===== src/rtl/wb_arbiter_if.sv =====
// Writeback arbiter bus: ALU result stream, load-return stream and register-file write port.
// Handshake: a load return transfers on a cycle where ld_valid & ld_ready; an ALU result transfers
// on a cycle where alu_valid & ~alu_stall, otherwise the ALU holds its inputs unchanged.
interface wb_arbiter_if #(
    parameter int XLEN = 32
);
    logic            alu_valid;
    logic [4:0]      alu_rd;
    logic [XLEN-1:0] alu_data;
    logic            alu_stall;

    logic            ld_valid;
    logic            ld_ready;
    logic [4:0]      ld_rd;
    logic [2:0]      ld_funct3;
    logic [1:0]      ld_addr_lo;
    logic [XLEN-1:0] ld_word;

    logic            wb_en;
    logic [4:0]      wb_rd;
    logic [XLEN-1:0] wb_data;
    logic [1:0]      lq_count;

    modport slave (
        input  alu_valid, alu_rd, alu_data,
        input  ld_valid, ld_rd, ld_funct3, ld_addr_lo, ld_word,
        output alu_stall, ld_ready, wb_en, wb_rd, wb_data, lq_count
    );

    modport master (
        output alu_valid, alu_rd, alu_data,
        output ld_valid, ld_rd, ld_funct3, ld_addr_lo, ld_word,
        input  alu_stall, ld_ready, wb_en, wb_rd, wb_data, lq_count
    );
endinterface


===== src/rtl/wb_arbiter.sv =====
// Writeback stage: merges ALU results and formatted load returns (2-entry FIFO) into one
// registered register-file write per cycle, never writing x0.
module wb_arbiter #(
    parameter int XLEN     = 32,
    parameter int LQ_DEPTH = 2
) (
    input logic        clk,
    input logic        rst,
    wb_arbiter_if.slave bus
);
    localparam logic [1:0] LQ_FULL = 2'(LQ_DEPTH);

    typedef struct packed {
        logic [4:0]      rd;
        logic [2:0]      funct3;
        logic [1:0]      addr_lo;
        logic [XLEN-1:0] word;
    } lq_entry_t;

    lq_entry_t       lq_mem [2];
    logic            rd_ptr;
    logic            wr_ptr;
    logic [1:0]      count;

    logic            full;
    logic            sel_alu;
    logic            deq;
    logic            enq;
    lq_entry_t       head;
    logic [XLEN-1:0] head_data;

    logic            wb_en_q;
    logic [4:0]      wb_rd_q;
    logic [XLEN-1:0] wb_data_q;

    function automatic logic [XLEN-1:0] fmt_load(input logic [2:0] funct3,
                                                  input logic [1:0] addr_lo,
                                                  input logic [XLEN-1:0] word);
        logic [7:0]  b;
        logic [15:0] h;
        b = word[{addr_lo, 3'b000} +: 8];
        h = word[{addr_lo[1], 4'b0000} +: 16];
        case (funct3)
            3'b000:  fmt_load = {{(XLEN-8){b[7]}}, b};
            3'b100:  fmt_load = {{(XLEN-8){1'b0}}, b};
            3'b001:  fmt_load = {{(XLEN-16){h[15]}}, h};
            3'b101:  fmt_load = {{(XLEN-16){1'b0}}, h};
            default: fmt_load = word;
        endcase
    endfunction

    // A full FIFO takes priority over the ALU so loads cannot starve.
    always_comb begin
        full      = (count == LQ_FULL);
        sel_alu   = bus.alu_valid & ~full;
        deq       = (count != 2'd0) & (full | ~bus.alu_valid);
        enq       = bus.ld_valid & ~full;
        head      = lq_mem[rd_ptr];
        head_data = fmt_load(head.funct3, head.addr_lo, head.word);
    end

    always_ff @(posedge clk) begin
        if (enq) begin
            lq_mem[wr_ptr] <= '{rd: bus.ld_rd, funct3: bus.ld_funct3,
                                addr_lo: bus.ld_addr_lo, word: bus.ld_word};
        end
    end

    always_ff @(posedge clk or negedge rst) begin
        if (!rst) begin
            rd_ptr <= 1'b0;
            wr_ptr <= 1'b0;
            count  <= 2'd0;
        end else begin
            if (enq) wr_ptr <= ~wr_ptr;
            if (deq) rd_ptr <= ~rd_ptr;
            count <= count + {1'b0, enq} - {1'b0, deq};
        end
    end

    always_ff @(posedge clk or negedge rst) begin
        if (!rst) begin
            wb_en_q   <= 1'b0;
            wb_rd_q   <= 5'd0;
            wb_data_q <= '0;
        end else if (sel_alu) begin
            wb_en_q   <= (bus.alu_rd != 5'd0);
            wb_rd_q   <= bus.alu_rd;
            wb_data_q <= bus.alu_data;
        end else if (deq) begin
            wb_en_q   <= (head.rd != 5'd0);
            wb_rd_q   <= head.rd;
            wb_data_q <= head_data;
        end else begin
            wb_en_q   <= 1'b0;
        end
    end

    assign bus.ld_ready  = ~full;
    assign bus.alu_stall = bus.alu_valid & full;
    assign bus.wb_en     = wb_en_q;
    assign bus.wb_rd     = wb_rd_q;
    assign bus.wb_data   = wb_data_q;
    assign bus.lq_count  = count;
endmodule


===== src/flat_wrapper.sv =====
// flat-port wrapper written by rule: the top's interface ports become plain ports
module wb_arbiter_flat 
#(
    parameter int XLEN     = 32,
    parameter int LQ_DEPTH = 2
)
  (clk, rst, bus_alu_valid, bus_alu_rd, bus_alu_data, bus_ld_valid, bus_ld_rd, bus_ld_funct3, bus_ld_addr_lo, bus_ld_word, bus_alu_stall, bus_ld_ready, bus_wb_en, bus_wb_rd, bus_wb_data, bus_lq_count);
  wb_arbiter_if #(.XLEN(XLEN)) bus_i ();
  input logic clk;
  input logic rst;
  input wire logic [$bits(bus_i.alu_valid)-1:0] bus_alu_valid;
  input wire logic [$bits(bus_i.alu_rd)-1:0] bus_alu_rd;
  input wire logic [$bits(bus_i.alu_data)-1:0] bus_alu_data;
  input wire logic [$bits(bus_i.ld_valid)-1:0] bus_ld_valid;
  input wire logic [$bits(bus_i.ld_rd)-1:0] bus_ld_rd;
  input wire logic [$bits(bus_i.ld_funct3)-1:0] bus_ld_funct3;
  input wire logic [$bits(bus_i.ld_addr_lo)-1:0] bus_ld_addr_lo;
  input wire logic [$bits(bus_i.ld_word)-1:0] bus_ld_word;
  output wire logic [$bits(bus_i.alu_stall)-1:0] bus_alu_stall;
  output wire logic [$bits(bus_i.ld_ready)-1:0] bus_ld_ready;
  output wire logic [$bits(bus_i.wb_en)-1:0] bus_wb_en;
  output wire logic [$bits(bus_i.wb_rd)-1:0] bus_wb_rd;
  output wire logic [$bits(bus_i.wb_data)-1:0] bus_wb_data;
  output wire logic [$bits(bus_i.lq_count)-1:0] bus_lq_count;
  assign bus_i.alu_valid = bus_alu_valid;
  assign bus_i.alu_rd = bus_alu_rd;
  assign bus_i.alu_data = bus_alu_data;
  assign bus_i.ld_valid = bus_ld_valid;
  assign bus_i.ld_rd = bus_ld_rd;
  assign bus_i.ld_funct3 = bus_ld_funct3;
  assign bus_i.ld_addr_lo = bus_ld_addr_lo;
  assign bus_i.ld_word = bus_ld_word;
  assign bus_alu_stall = bus_i.alu_stall;
  assign bus_ld_ready = bus_i.ld_ready;
  assign bus_wb_en = bus_i.wb_en;
  assign bus_wb_rd = bus_i.wb_rd;
  assign bus_wb_data = bus_i.wb_data;
  assign bus_lq_count = bus_i.lq_count;
  wb_arbiter #(.XLEN(XLEN), .LQ_DEPTH(LQ_DEPTH)) u_core (.clk(clk), .rst(rst), .bus(bus_i));
endmodule

===== config.mk =====
export PLATFORM = sky130hd
export DESIGN_NAME = wb_arbiter_flat
export DESIGN_NICKNAME = d
export VERILOG_FILES = /design/src/rtl/wb_arbiter_if.sv /design/src/rtl/wb_arbiter.sv /design/src/flat_wrapper.sv
export SDC_FILE = /design/constraint.sdc
export NUM_CORES = 1
export LEC_CHECK = 0
export ABC_AREA = 1
export BUFFER_PORTS_ARGS = -buffer_cell sky130_fd_sc_hd__buf_2
export CORE_MARGIN = 5
export CORE_UTILIZATION = 30
export DETAILED_ROUTE_END_ITERATION = 10
export GPL_ROUTABILITY_DRIVEN = 0
export GPL_TIMING_DRIVEN = 0
export SLEW_MARGIN = 10
export SYNTH_ARGS = -nofsm -noshare
export SYNTH_HDL_FRONTEND = slang
export SYNTH_SLANG_ARGS = --single-unit

===== constraint.sdc =====
create_clock -name clk -period 3.6 [get_ports clk]
set_clock_uncertainty 0.2 [all_clocks]
set_input_delay 0.54 -clock clk [delete_from_list [all_inputs] [get_ports clk]]
set_output_delay 0.54 -clock clk [all_outputs]
set_load 0.01 [all_outputs]

==> metrics <==
outcome finished clean; DR DRC count 0; Num CTS Buffers 17; first-pass GRT wire length 25.2 mm; Pwr per Cell Area 915 mW/mm^2; root cell of the clock tree clkbuf_16; worst vdd ir 0.000442 V; r2r endpoint u_core.bus.wb_data[8]; FILL cells 1951; Antenna Nets Post-Route 0; Initial Utilization 30.4%; WP data arrival 2.21 ns; global route overflow 0; hpwl dp 12.4 mm; Post-Route WL 16.5 mm; number of H-tree levels 4; Final period util 56.7%; IO buf count 123; r2r setup slk 1.56 ns; NumNets Final 870; # IOs 125; Final WS setup 1.56 ns; clk buf depth 2; syn_nets 726; worst slew pin tran 1.04 ns; critical path type reg -> reg; Tot GR Track Use 15.0%; Skew-Pair Late Insertion Delay 0.43 ns; post-synthesis sequential area ratio 60.4%; initial antenna violation count 4; CP Max Fanout 10; Req. time, crit path 3.77 ns; leakage 3.59 nW; HP Class in -> async; YS warnings 0; syn avg cell area 9.21 sq um; Synth Flop Type edfxtp_1; Synth Register Bits 126; Fin. Hold Viols 0; die width 150 microns; synth-to-layout area growth 27.4%; Slew HR 30.9%; final setup vio count 0; endpoint class of the critical path flop; ys async rst share 33.3%; CORE AREA 0.0195 sq mm; Max Slew Vio Count 0; # resized after CTS 0; worst reg2reg startpoint u_core.bus.lq_count[0]; routed via count 4820; synthesized instance count 642; clock sinks 126; Die Y 150 microns; Pre-Repair DR Iteration Count 5; Reg clk slew, reported paths 0.06 ns; max-cap violations 0; fmax 490 MHz; RSZ-0062 raised after global routing no; CP startpoint u_core.bus.lq_count[0]; Startpoint Class flop; Routed WL per cell 15.5 microns; full die area 0.0226 sq mm; CTS tree built; Critical Path End u_core.bus.wb_data[8]; drt first-iter violations 331; fin crit period 2.04 ns; number of inserted diodes 0; Core Rows 51; fin util 38.7%; vias per inst 4.53; Post-CTS Setup Bufs 0; Setup Slack @ Placement 1.33 ns; layout cell share with drive strength beyond 1 26.9%; Synth cell types 33; Post-Syn Area 0.00591 sq mm; worst reg-to-reg path cell count 9; vias in the first global route 4623; CTS Hold Buffers Added 0; Post-synth EDFFs 84; largest net degree at the start of global routing 43
## metrics by stage
stage	total power [W]	TNS [ns]	hold WS (ns)	instance area, sq um	cells
final	0.00689	0	0.0853	7530	1064
after global routing	0.00739	0	0.0830	7530	1064
after CTS	0.00692	0	0.0844	7530	1064
after detailed placement	0.00510	0	0.262	6920	1032
after global placement	0.00506	-54.43	0.258	6860	1030
after floorplan	0.00411	0	0.0444	5910	642
## sequential cells by signal, indices dropped and copies added, names as in the netlist
signal and flops:
u_core.lq_mem 84, u_core.bus.wb_data 32, u_core.wr_ptr 1, u_core.bus.lq_count 2
u_core.bus.wb_en 1, u_core.rd_ptr 1, u_core.bus.wb_rd 5
## worst min-delay path by stage
stage | end | slack (ns) | cells past startpoint
CTS | u_core.lq_mem[1][37] | 0.08 | 1
global route | u_core.lq_mem[0][37] | 0.08 | 1
global placement | u_core.bus.wb_data[1] | 0.26 | 2
detailed placement | u_core.bus.wb_data[15] | 0.26 | 2
finish | u_core.bus.wb_data[14] | 0.09 | 1
floorplan | u_core.bus.lq_count[0] | 0.04 | 0
## cell usage in the layout, fill, tap and decap left out, drive strengths merged, types with 10 or more instances in the layout
master    n
nand4    14
dfrtp    42
o21ai    10
nand2   343
nand3    37
inv      27
nor2     14
buf     148
a21oi    23
clkbuf   28
edfxtp   84
## Yosys cell counts, types with 4 or more instances
| cell type | n | area share, % |
|---|---|---|
| clkbuf_1 | 9 | 0.57 |
| buf_6 | 7 | 1.3 |
| o21ai_0 | 7 | 0.59 |
| buf_2 | 13 | 1.1 |
| nand3_1 | 25 | 2.1 |
| nand3_2 | 12 | 2.0 |
| nand4_1 | 14 | 1.5 |
| inv_2 | 4 | 0.25 |
| dfrtp_1 | 42 | 18 |
| edfxtp_1 | 84 | 43 |
| nand2_1 | 334 | 21 |
| nor2_1 | 11 | 0.70 |
| a21oi_1 | 23 | 1.9 |
| nand2_2 | 6 | 0.63 |
| inv_1 | 21 | 1.3 |
## metal layers
metal	up-vias	routed length [microns]	GRT usage [%]	part of all wire (%)
li1	2386	-	-	-
met1	2204	7520	21.0	46
met2	198	7010	21.7	42
met3	24	1710	5.66	10
met4	8	226	4.44	1.4
met5	-	46	0	0.28
## cell families after synthesis
| logic type | Yosys count | share of synthesized area [%] |
|---|---|---|
| and+or+nand+nor | 413 | 29.8 |
| DFF | 126 | 60.4 |
| buffers and inverters | 58 | 5.04 |
| AOI/OAI and AO/OA | 41 | 4.06 |
| xor gates and xnor gates | 2 | 0.296 |
| muxes | 1 | 0.190 |
| adders and majority gates | 1 | 0.212 |
## worst max-delay path, stage by stage, from the launching register on
cell,delay (ns)
dfrtp_1,0.41
inv_1,0.07
nand2_2,0.10
nand2_1,0.09
inv_2,0.18
clkbuf_1,0.54
a21oi_1,0.10
nand3_1,0.17
nand2_1,0.07
nand2_1,0.05
## report_power, final
| part | switching (W) | internal, W | total, W |
|---|---|---|---|
| combinational | 0.00190 | 0.000950 | 0.00285 |
| sequential | 0.000190 | 0.00205 | 0.00224 |
| clock | 0.000646 | 0.00116 | 0.00180 |
## final cells by class
type	instances	area (sq um)	area share, %
tap	265	332	4.40
multi-input combinational	458	2060	27.3
timing repair buffer	125	656	8.70
clock buffer	19	433	5.75
sequential	126	3570	47.4
inverter	26	97.6	1.30
clock inverter	13	186	2.47
buffer	32	200	2.66
Note: power is estimated with default switching activity, not from simulation.
